**src/rtl/uart_tx_queue_pkg.sv**
```systemverilog
// uart_tx_queue_pkg
//   Shared constants and types for the uart transmit queue.
//   - WORD_LEN             : width of the uart bus data/address words
//   - UART_THR_ADDR/LSR    : uart register map (transmit holding, line status)
//   - LSR_*_BIT            : line status register bit indices
//   - tx_state_e           : drain FSM state encoding
package uart_tx_queue_pkg;

    localparam int WORD_LEN = 32;

    localparam logic [WORD_LEN-1:0] UART_THR_ADDR = 32'h0000_0000;
    localparam logic [WORD_LEN-1:0] UART_LSR_ADDR = 32'h0000_0014;

    localparam int LSR_DR_BIT   = 0;
    localparam int LSR_THRE_BIT = 5;

    typedef enum logic [2:0] {
        ST_IDLE   = 3'd0,
        ST_POLL_A = 3'd1,
        ST_POLL_C = 3'd2,
        ST_WRITE  = 3'd3,
        ST_SETTLE = 3'd4
    } tx_state_e;

endpackage

```
**src/rtl/uart_tx_queue_sync_fifo.sv**
```systemverilog
// uart_tx_queue_sync_fifo
//   Single-clock FIFO with flush; reusable for a receive-side queue.
//   Ports:
//     clk, rst   : clock, asynchronous active-high reset
//     push       : write push_data (ignored when full or flushing)
//     push_data  : byte to store
//     pop        : drop the head entry (ignored when empty or flushing)
//     flush      : discard all entries
//     head       : entry at the read pointer
//     level      : number of stored entries (one extra bit so full != empty)
//     empty/full : level == 0 / level == DEPTH
module uart_tx_queue_sync_fifo #(
    parameter int DEPTH = 16,
    parameter int WIDTH = 8
) (
    input  logic                   clk,
    input  logic                   rst,
    input  logic                   push,
    input  logic [WIDTH-1:0]       push_data,
    input  logic                   pop,
    input  logic                   flush,
    output logic [WIDTH-1:0]       head,
    output logic [$clog2(DEPTH):0] level,
    output logic                   empty,
    output logic                   full
);

    localparam int AW = $clog2(DEPTH);

    logic [WIDTH-1:0] mem [DEPTH];
    logic [AW-1:0]    wr_ptr;
    logic [AW-1:0]    rd_ptr;
    logic             do_push;
    logic             do_pop;

    assign empty   = (level == '0);
    assign full    = (level == (AW+1)'(DEPTH));
    assign do_push = push && !full && !flush;
    assign do_pop  = pop && !empty && !flush;
    assign head    = mem[rd_ptr];

    always_ff @(posedge clk or posedge rst) begin
        if (rst) begin
            wr_ptr <= '0;
            rd_ptr <= '0;
            level  <= '0;
        end else if (flush) begin
            wr_ptr <= '0;
            rd_ptr <= '0;
            level  <= '0;
        end else begin
            if (do_push) wr_ptr <= wr_ptr + 1'b1;
            if (do_pop)  rd_ptr <= rd_ptr + 1'b1;
            case ({do_push, do_pop})
                2'b10:   level <= level + 1'b1;
                2'b01:   level <= level - 1'b1;
                default: level <= level;
            endcase
        end
    end

    // Storage carries no reset; only the pointers define what is valid.
    always_ff @(posedge clk) begin
        if (do_push) mem[wr_ptr] <= push_data;
    end

endmodule

```
**src/rtl/uart_tx_queue.sv**
```systemverilog
// uart_tx_queue
//   Buffers bytes from a producer and drains them into the uart bus port:
//   polls LSR until THRE is set, writes the head byte to THR, then waits a
//   few settle cycles before polling again.
//   Ports:
//     clk, rst            : clock, asynchronous active-high reset
//     push_valid/data     : producer byte offer
//     push_ready          : byte accepted on this edge if push_valid
//     flush               : discard buffered bytes, abort polling
//     level/empty/full    : FIFO occupancy
//     busy                : FSM active or bytes still buffered
//     uart_addr/wen/wdata : bus drive towards the uart (decoded from state)
//     uart_rdata          : uart read data, valid one cycle after uart_addr
module uart_tx_queue
    import uart_tx_queue_pkg::*;
#(
    parameter int                  DEPTH      = 16,
    parameter logic [WORD_LEN-1:0] THR_ADDR   = UART_THR_ADDR,
    parameter logic [WORD_LEN-1:0] LSR_ADDR   = UART_LSR_ADDR,
    parameter int                  THRE_BIT   = LSR_THRE_BIT,
    parameter int                  SETTLE_CYC = 2
) (
    input  logic                   clk,
    input  logic                   rst,
    input  logic                   push_valid,
    input  logic [7:0]             push_data,
    output logic                   push_ready,
    input  logic                   flush,
    output logic [$clog2(DEPTH):0] level,
    output logic                   empty,
    output logic                   full,
    output logic                   busy,
    output logic [WORD_LEN-1:0]    uart_addr,
    input  logic [WORD_LEN-1:0]    uart_rdata,
    output logic                   uart_wen,
    output logic [WORD_LEN-1:0]    uart_wdata
);

    localparam int CW = $clog2(SETTLE_CYC + 1);

    tx_state_e     state;
    tx_state_e     next_state;
    logic [CW-1:0] settle_cnt;
    logic [7:0]    head;
    logic          pop;
    logic          thre;
    logic          unused_rdata;

    // Only the THRE bit of the status word matters here.
    assign thre         = uart_rdata[THRE_BIT];
    assign unused_rdata = ^uart_rdata;

    assign push_ready = !rst && !full && !flush;
    assign pop        = (state == ST_WRITE);
    assign busy       = (state != ST_IDLE) || !empty;

    uart_tx_queue_sync_fifo #(
        .DEPTH (DEPTH),
        .WIDTH (8)
    ) u_fifo (
        .clk       (clk),
        .rst       (rst),
        .push      (push_valid && push_ready),
        .push_data (push_data),
        .pop       (pop),
        .flush     (flush),
        .head      (head),
        .level     (level),
        .empty     (empty),
        .full      (full)
    );

    always_ff @(posedge clk or posedge rst) begin
        if (rst) state <= ST_IDLE;
        else     state <= next_state;
    end

    // A flush in IDLE must not start polling for bytes that are being
    // discarded on the same edge.
    always_comb begin
        next_state = state;
        case (state)
            ST_IDLE:   if (!empty && !flush) next_state = ST_POLL_A;
            ST_POLL_A: next_state = flush ? ST_IDLE : ST_POLL_C;
            ST_POLL_C: begin
                if (flush)              next_state = ST_IDLE;
                else if (thre && !empty) next_state = ST_WRITE;
                else                    next_state = ST_POLL_A;
            end
            ST_WRITE:  next_state = ST_SETTLE;
            ST_SETTLE: if (settle_cnt == '0) next_state = ST_IDLE;
            default:   next_state = ST_IDLE;
        endcase
    end

    always_comb begin
        uart_addr = LSR_ADDR;
        uart_wen  = 1'b0;
        if (state == ST_WRITE) begin
            uart_addr = THR_ADDR;
            uart_wen  = 1'b1;
        end
    end

    // Write data is captured only on entry to WRITE so it stays stable
    // between writes.
    always_ff @(posedge clk or posedge rst) begin
        if (rst) begin
            settle_cnt <= '0;
            uart_wdata <= '0;
        end else begin
            if (next_state == ST_WRITE)
                uart_wdata <= {{(WORD_LEN-8){1'b0}}, head};
            if (state == ST_WRITE)
                settle_cnt <= CW'(SETTLE_CYC - 1);
            else if (state == ST_SETTLE && settle_cnt != '0)
                settle_cnt <= settle_cnt - 1'b1;
        end
    end

endmodule

```
**config.mk**
```make
export PLATFORM = sky130hd
export DESIGN_NAME = uart_tx_queue
export DESIGN_NICKNAME = d
export VERILOG_FILES = /design/src/rtl/uart_tx_queue_pkg.sv /design/src/rtl/uart_tx_queue_sync_fifo.sv /design/src/rtl/uart_tx_queue.sv
export SDC_FILE = /design/constraint.sdc
export NUM_CORES = 1
export LEC_CHECK = 0
export ABC_AREA = 0
export CORE_MARGIN = 2
export CORE_UTILIZATION = 55
export CTS_BUF_LIST = sky130_fd_sc_hd__clkbuf_4
export CTS_CLUSTER_DIAMETER = 30
export DETAILED_ROUTE_END_ITERATION = 10
export PLACE_DENSITY = 0.91
export SYNTH_ARGS = -nofsm -noshare
export SYNTH_HDL_FRONTEND = slang
export SYNTH_HIERARCHICAL = 1
export SYNTH_SLANG_ARGS = --single-unit
export TNS_END_PERCENT = 10
```
**constraint.sdc**
```tcl
create_clock -name clk -period 3.3 [get_ports clk]
set_input_delay 0.66 -clock clk [delete_from_list [all_inputs] [get_ports clk]]
set_output_delay 0.66 -clock clk [all_outputs]
set_load 0.05 [all_outputs]
```
==> impl_metrics.json, run 1 <==
{
  "cp_slowest_cell": "or4_1",
  "async_flop_share_pct": 16.9,
  "cap_violations": 0,
  "reg2reg_slack_ns": 0.21,
  "cts_max_level": 4,
  "dieHeight_microns": 116,
  "synth-edff-count": 128,
  "port_buffers": 32,
  "status": "complete, no violations",
  "die_area_sq_um": 13600,
  "grt_usage_pct": 20.5,
  "final_core_util_pct": 61.6,
  "required_ns": 2.64,
  "finClkSkew_ns": 0.0188,
  "r2r_cells": 11,
  "setup_ws_ns": 0.209,
  "yosys-top-cells-area": "edfxtp_1 (55%), mux4_1 (11%), dfrtp_1 (9.4%), buf_4 (5.9%), mux4_2 (3.2%)",
  "cts_tree": "yes",
  "cts_buffers": 17,
  "p_per_area_nw_per_um2": 463,
  "leakage_nw": 2.82,
  "start_util_pct": 55.8,
  "via_count": 3665,
  "ios": 118,
  "antenna_found_initial": 1,
  "hold_viol": 0,
  "drt_wl_total_mm": 13.3,
  "fin_cells": 643,
  "wl_per_cell_microns": 20.7,
  "fin_crit_sh_pct": 93.7,
  "fin_crit_ns": 3.09,
  "root_buffer": "clkbuf_4",
  "synth_top_cell_by_area": "edfxtp_1",
  "layout-drive-gt1-share_pct": 20.6,
  "globalRouteMet1Util_pct": 26.7,
  "critical_path.endpoint": "busy",
  "yosysTopAreaCellShare_pct": 55.3,
  "rsz0062_at_grt": "false",
  "clockBufferDepth": 2,
  "drc": 0,
  "max_clock_freq_mhz": 324,
  "tightest_slew_ns": 0.627,
  "cp_cell_sequence": "or4_1, buf_4, nor2_2, and2b_2, nand2_1, buf_4",
  "hold_path.class": "flop to flop",
  "grt_max_degree": 36,
  "slowest_delay_ns": 0.61,
  "reg2reg_to": "u_fifo/level[4]$_DFFE_PP0P_",
  "cts_setup_buffers": 0,
  "ys_seq_area_share_pct": 64.6,
  "syn-instance-count": 403,
  "place_ws_ns": 0.230,
  "busiest_layer": "met2",
  "slew_headroom_pct": 58.0,
  "cp_data_arrival_time_ns": 2.43,
  "setup_violations": 0,
  "regToRegStartpoint": "u_fifo/level[1]$_DFFE_PP0P_",
  "clock_sink_count": 154,
  "dpl.cell_count": 610,
  "core.rowCount": 41,
  "postRouteAntennaNets": 0,
  "final_max_slew_viol_count": 0,
  "placed_area_sq_um": 7380,
  "syn_area_sq_um": 6960,
  "overflow": 0,
  "path_class": "flop to output port",
  "drt_iter0_drc": 311,
  "worst_path_most_repeated_cell": "buf_4",
  "synth_cell_type_count": 56,
  "endpoint_kind": "output port",
  "grt_use_met2_pct": 34.3,
  "syn_to_final_growth_pct": 10.4,
  "yosysWarnings": 6,
  "peakVddDrop_v": 0.000215,
  "grt_use_met3_pct": 4.36,
  "grt_pass1_wl_mm": 19.7,
  "die_w_microns": 116,
  "clk_pin_slew_worst_paths_ns": 0.11,
  "syn_area_per_cell_sq_um": 17.3,
  "fin_area_sq_um": 7680,
  "routed_via_density": 5.70,
  "crit_start": "u_fifo/level[1]$_DFFE_PP0P_",
  "grt_pass1_vias": 3473,
  "start_kind": "flop",
  "synth-seq-cells": 154,
  "place.gp.congestion": 0.759,
  "cts_hold_buffers": 0,
  "first_pass_iters": 6,
  "fin_nets": 511,
  "core_area_sq_um": 12500,
  "clk-insertion-delay-late_ns": 0.53,
  "cp_max_fo": 9,
  "dp_hpwl_mm": 8.79,
  "ys.flop_type": "edfxtp_1"
}
==> registers in the layout, indices dropped and copies added (netlist names) <==
register and flops:
settle_cnt 2, state 3, u_fifo/level 5, u_fifo/mem 128
u_fifo/rd_ptr 4, u_fifo/wr_ptr 4, uart_wdata 8
==> per-stage QoR <==
| step | TNS [ns] | power [mW] | hold slack (ns) |
|---|---|---|---|
| floorplan | -0.122 | 2.43 | 0.458 |
| global placement | 0 | 2.43 | 0.475 |
| detailed placement | 0 | 2.45 | 0.496 |
| CTS | 0 | 3.57 | 0.521 |
| global route | 0 | 3.67 | 0.539 |
| finish | 0 | 3.56 | 0.518 |
==> cell usage after synthesis (2+ instances only) <==
cell type / count
inv_1: 11
mux4_1: 30
clkbuf_1: 7
nor2_1: 36
a211o_1: 2
nor3_1: 3
buf_1: 3
dfrtp_1: 26
edfxtp_1: 128
nand2b_1: 2
mux2i_1: 4
nand2_1: 10
o211ai_1: 2
mux2_2: 11
o21ai_0: 2
or2_2: 2
xnor2_1: 2
ha_1: 9
buf_4: 55
nand3_1: 4
buf_6: 3
a21oi_1: 4
mux4_2: 10
xor2_1: 5
==> layer usage <==
layer  share of wire, %  wire (microns)
met1                 38            5040
met2                 52            6930
met3                7.7            1020
met4                2.2             289
met5                  0               0
==> placed cells by master, fill, tap and decap left out, drive strengths merged, types with 2 or more instances in the layout <==
master,count
nor4,2
clkinv,7
or2,2
conb,54
dfrtp,26
nand2b,2
clkdlybuf4s50,27
inv,12
clkbuf,21
ha,9
edfxtp,128
or3b,2
nor4b,2
xor2,5
nor2,37
mux2i,4
nand3,4
bufinv,3
o21ai,3
nand2,11
a211o,2
xnor2,2
buf,24
nor3,3
mux2,11
dlymetal6s2s,2
a21oi,4
o211ai,3
mux4,40
==> worst max-delay path, delay by kind of cell (launching register included) <==
family                 cells  cell delay (ns)
AND/OR/NAND/NOR            4             1.06
flip-flops                 1             0.45
buffers and inverters      2             0.41
==> how the worst min path moves through the flow <==
stage                                    startpoint                        end  slack, ns  depth (start not counted)
after global routing      uart_wdata[7]$_DFFE_PP0N_  uart_wdata[7]$_DFFE_PP0N_       0.54                          1
after CTS                 settle_cnt[0]$_DFFE_PP0P_  settle_cnt[0]$_DFFE_PP0P_       0.52                          1
after global placement    settle_cnt[0]$_DFFE_PP0P_  settle_cnt[0]$_DFFE_PP0P_       0.47                          1
final                     uart_wdata[7]$_DFFE_PP0N_  uart_wdata[7]$_DFFE_PP0N_       0.52                          1
after detailed placement  uart_wdata[7]$_DFFE_PP0N_  uart_wdata[7]$_DFFE_PP0N_       0.50                          1
after floorplan           settle_cnt[0]$_DFFE_PP0P_  settle_cnt[0]$_DFFE_PP0P_       0.46                          1
==> where the power goes <==
group	switching, mW	leakage, nW	total (mW)	internal, mW
logic	0.222	1.16	0.274	0.0517
registers	0.0116	1.50	2.13	2.12
clock network	0.603	0.157	1.15	0.548
==> cell type report <==
cell class | count | area [sq um]
Timing Repair Buffer | 53 | 488
Fill cell | 809 | 4790
Sequential cell | 154 | 4500
Multi-Input combinational cell | 219 | 2140
Antenna cell | 1 | 2.50
Inverter | 12 | 45.0
Clock inverter | 11 | 131
Clock buffer | 21 | 158
Tap cell | 172 | 215
==> timing repair <==
item | 4_1_cts | 5_1_grt
gates resized for setup | 0 | 3
endpoints found under the setup margin | 0 | 3
endpoints found under the hold margin | 0 | 0
==> logic make-up after synthesis <==
group                      synth area share, %
adders and majority gates                 1.91
muxes                                     16.9
and+or+nand+nor                           5.52
buffers and inverters                     7.97
other                                   0.0539
AOI/OAI and AO/OA                         2.12
xor gates and xnor gates                 0.881
DFF                                       64.6
(Power assumes the default switching activity.)
==> run 2, diff against run 1 <==
- CORE_MARGIN: 2 -> not set
- CORE_UTILIZATION: 55 -> 53
- CTS_BUF_LIST: sky130_fd_sc_hd__clkbuf_4 -> not set
- PLACE_DENSITY: 0.91 -> 0.89
==> impl_metrics.json, run 2 (synthesis gave the netlist of run 1 again) <==
{
  "hold_viol": 0,
  "layout-drive-gt1-share_pct": 21.2,
  "num-fill-cells": 814,
  "ios": 118,
  "cts_max_level": 4,
  "status": "complete, no violations",
  "endpoint_kind": "flop",
  "via_count": 3581,
  "clockBufferDepth": 2,
  "cts_buffers": 17,
  "die_area_sq_um": 13600,
  "finClkSkew_ns": 0.00994,
  "port_buffers": 32,
  "grt_max_degree": 36,
  "multi_input_area_sq_um": 2150,
  "cp_max_fo": 5,
  "routed_via_density": 5.57,
  "fin_crit_ns": 3.16,
  "cts_hold_buffers": 0,
  "core.rowCount": 41,
  "syn_to_final_growth_pct": 14.9,
  "fin_crit_sh_pct": 95.7,
  "peakVddDrop_v": 0.000387,
  "postRouteAntennaNets": 0,
  "final_cell_mix": "edfxtp_1 (128), conb_1 (54), nor2_1 (35), mux4_1 (30), clkdlybuf4s50_1 (29)",
  "p_per_area_nw_per_um2": 544,
  "cts_setup_buffers": 0,
  "whs_path_depth": 1,
  "cp_data_arrival_time_ns": 3.45,
  "reg_top3": "u_fifo/mem (128), uart_wdata (8), u_fifo/level (5)",
  "final_max_slew_viol_count": 0,
  "slew_headroom_pct": 56.1,
  "grt_pass1_wl_mm": 20.0,
  "overflow": 0,
  "r2r_cells": 11,
  "clk_pin_slew_worst_paths_ns": 0.06,
  "dieHeight_microns": 117,
  "antenna_found_initial": 0,
  "place_ws_ns": 0.184,
  "power.total_mw": 4.34,
  "leakage_nw": 2.91,
  "start_util_pct": 54.7,
  "grt_pass1_vias": 3556,
  "clock_sink_count": 154,
  "hold_path.class": "flop to flop",
  "grt_usage_pct": 21.1,
  "layout_commonest_cell": "edfxtp_1",
  "antenna_cells": 0,
  "clk-insertion-delay-late_ns": 0.42,
  "drc": 0,
  "root_buffer": "clkbuf_16",
  "regArea_sq_um": 4500,
  "start_kind": "flop",
  "path_class": "flop to flop",
  "drt_iter0_drc": 383,
  "die_w_microns": 117,
  "cts_resized": 0,
  "drt_wl_total_mm": 13.1,
  "whs_ns": 0.508,
  "tightest_slew_ns": 0.656,
  "rsz0062_at_grt": "false",
  "place.gp.congestion": 0.757,
  "cts_tree": "yes",
  "fin_nets": 512,
  "largest_reg_flops": 128,
  "dp_hpwl_mm": 8.50,
  "largest_register": "u_fifo/mem",
  "wl_per_cell_microns": 20.4,
  "setup_ws_ns": 0.140,
  "first_pass_iters": 5,
  "cap_violations": 0,
  "core_area_sq_um": 12700,
  "required_ns": 3.59,
  "max_clock_freq_mhz": 317,
  "setup_violations": 0
}
==> run 2: worst paths after layout <==
| check | end | from | slack (ns) |
|---|---|---|---|
| max | u_fifo/level[4]$_DFFE_PP0P_ | u_fifo/level[1]$_DFFE_PP0P_ | 0.14 |
| min | uart_wdata[3]$_DFFE_PP0N_ | uart_wdata[3]$_DFFE_PP0N_ | 0.51 |
| max reg2reg | u_fifo/level[4]$_DFFE_PP0P_ | u_fifo/level[1]$_DFFE_PP0P_ | 0.14 |
| min reg2reg | uart_wdata[3]$_DFFE_PP0N_ | uart_wdata[3]$_DFFE_PP0N_ | 0.51 |
| max in group asynchronous | u_fifo/level[1]$_DFFE_PP0P_ | rst | 2.22 |
| min in group asynchronous | uart_wdata[0]$_DFFE_PP0N_ | rst | 0.68 |
==> run 2: worst max-delay path, stage by stage, from the launching register on <==
cell and delay (ns):
dfrtp_2 0.44, or4_4 0.58, nor2_4 0.16, nor3_4 0.07, and2_4 0.16, nand2_2 0.07, or3b_4 0.41, fa_2 0.37
nand2b_1 0.20, a21oi_4 0.22, mux2i_1 0.25, a31oi_1 0.11
==> run 2: through the flow <==
step | util, % | setup TNS [ns] | cells | cell area (sq um)
after floorplan | - | -0.122 | 456 | 7190
after global placement | 58.0 | 0 | 611 | 7380
after global routing | 62.8 | 0 | 643 | 7990
after CTS | 62.7 | 0 | 643 | 7980
final | 62.8 | 0 | 643 | 7990
after detailed placement | 58.0 | 0 | 611 | 7380
==> run 2: area by class of cell <==
type	instances	share of cell area (%)
repair buffers	54	6.14
well taps	172	2.69
flip-flops and latches	154	56.3
clock buffers	21	5.76
multi-input cells	219	26.9
clock inverters	11	1.69
inverters	12	0.564
==> run 2: power by group <==
group / switching, mW / total [mW] / internal [mW]
Combinational: 0.222 / 0.274 / 0.0518
Sequential: 0.0110 / 2.13 / 2.12
Clock: 0.772 / 1.94 / 1.16
==> run 2: per-layer routing <==
metal,global-route usage (%),vias up,wire (microns)
met3,5.97,14,908
met4,8.52,0,184
met5,0,-,0
met1,27.2,1788,5290
li1,-,1558,-
met2,34.2,221,6760
==> variant (config.mk and constraints of run 1) <==
Encoding of `tx_state_e`: now Gray code (3 bits for 5 states).
--- a/src/rtl/uart_tx_queue_pkg.sv
+++ b/src/rtl/uart_tx_queue_pkg.sv
@@ -15,11 +15,11 @@
     localparam int LSR_THRE_BIT = 5;
 
     typedef enum logic [2:0] {
-        ST_IDLE   = 3'd0,
-        ST_POLL_A = 3'd1,
-        ST_POLL_C = 3'd2,
-        ST_WRITE  = 3'd3,
-        ST_SETTLE = 3'd4
+        ST_IDLE   = 3'b000,
+        ST_POLL_A = 3'b001,
+        ST_POLL_C = 3'b011,
+        ST_WRITE  = 3'b010,
+        ST_SETTLE = 3'b110
     } tx_state_e;
 
 endpackage
Formal check against the unedited RTL: no difference found for any inputs over 10 cycles, from zero or initial values and one cycle with rst high; not proved beyond that.
==> variant against run 1 <==
Wire length is 6.4% lower. Area after synthesis down 0.20%. Register-to-register slack improved by 0.06 ns. Sequential cell count unchanged. Highest routed layer unchanged. Synthesized cell count decreased by 0.99%. Setup slack got worse by 0.071 ns. Non-clock buffer count increased by 1. Largest cell class unchanged. Core utilization up 0.65 points. First-iteration DRC count increased by 42%. Cell area is 1.1% higher.
Power is not compared: it rests on default switching activity, and its combinational part moved more than twofold at a synthesized area within 25%.
==> variant: results (changes against run 1) <==
Global route
  • Routing usage on met1: 26.2% (was 26.7%)
  • Vias in the first global route: 3399 (was 3473)
  • Wire length of the first global-routing pass: 18900 um (was 19700 um)
  • Total track usage: 19.3% (was 20.5%)
  • Initial antenna violation count: 0 (was 1)
  • Met2 Usage GRT: 30.5% (was 34.3%)

Synth
  • Post-synthesis sequential area ratio: 64.7% (was 64.6%)
  • Count of cell types in the netlist: 51 (was 56)
  • Most frequent cells after synthesis: edfxtp_1, buf_4, nor2_1 (unchanged)
  • Synth Area in Adders: 1.91% (about the same)
  • Mux contribution to synthesized area: 17.2% (was 16.9%)
  • Top post-synthesis cells by area: edfxtp_1, mux4_1, dfrtp_1, buf_4, mux4_2 (unchanged)

Final layout
  • Total Nets Final: 508 (was 511)
  • Clock buffer count: 18 (was 21)
  • Seq area share: 58.0% (was 58.6%)
  • Multi-input gates: 214 (was 219)
  • Inserted Diodes: 0 (was 1)
  • NonClk Buf Share: 6.48% (was 6.36%)
  • Bufs w/o clock: 54 (was 53)
  • Filler Cell Count: 828 (was 809)
  • Non-filler cells, final: 638 (was 643)

STA
  • Final clock skew: 0.0191 ns (was 0.0188 ns)
  • Relative slew slack: 57.2% (was 58.0%)

Status
  • Status: finished, final reports clean (unchanged)

Detailed routing
  • Final WL: 12400 um (was 13300 um)
  • Met2 wire length: 6260 um (was 6930 um)
  • Vias per std cell: 5.62 (was 5.70)
  • WL met3: 886 um (was 1020 um)
  • Wl on met1: 5040 um (about the same)

Place
  • DP HPWL: 8200 um (was 8790 um)
  • Area after DPL: 7360 sq um (was 7380 sq um)
  • Inst Count DP: 605 (was 610)

Clock network
  • Clk slew on worst S/H paths: 0.13 ns (was 0.11 ns)
==> variant: path summary, 6_finish.rpt <==
path / start / to / slack (ns) / cells past startpoint
min: uart_wdata[2]$_DFFE_PP0N_ / uart_wdata[2]$_DFFE_PP0N_ / 0.52 / 1
max: u_fifo/level[0]$_DFFE_PP0P_ / full / 0.14 / 3
min in group asynchronous: rst / u_fifo/level[2]$_DFFE_PP0P_ / 0.59 / 2
max reg2reg: u_fifo/level[0]$_DFFE_PP0P_ / u_fifo/level[4]$_DFFE_PP0P_ / 0.27 / 11
min reg2reg: uart_wdata[2]$_DFFE_PP0N_ / uart_wdata[2]$_DFFE_PP0N_ / 0.52 / 1
max in group asynchronous: rst / u_fifo/level[3]$_DFFE_PP0P_ / 2.33 / 2
==> variant: critical path: stages, from the launching register on <==
cell             delay, ns
dfrtp_2               0.45
or4_4                 0.55
nor2_4                0.16
clkdlybuf4s50_1       0.82
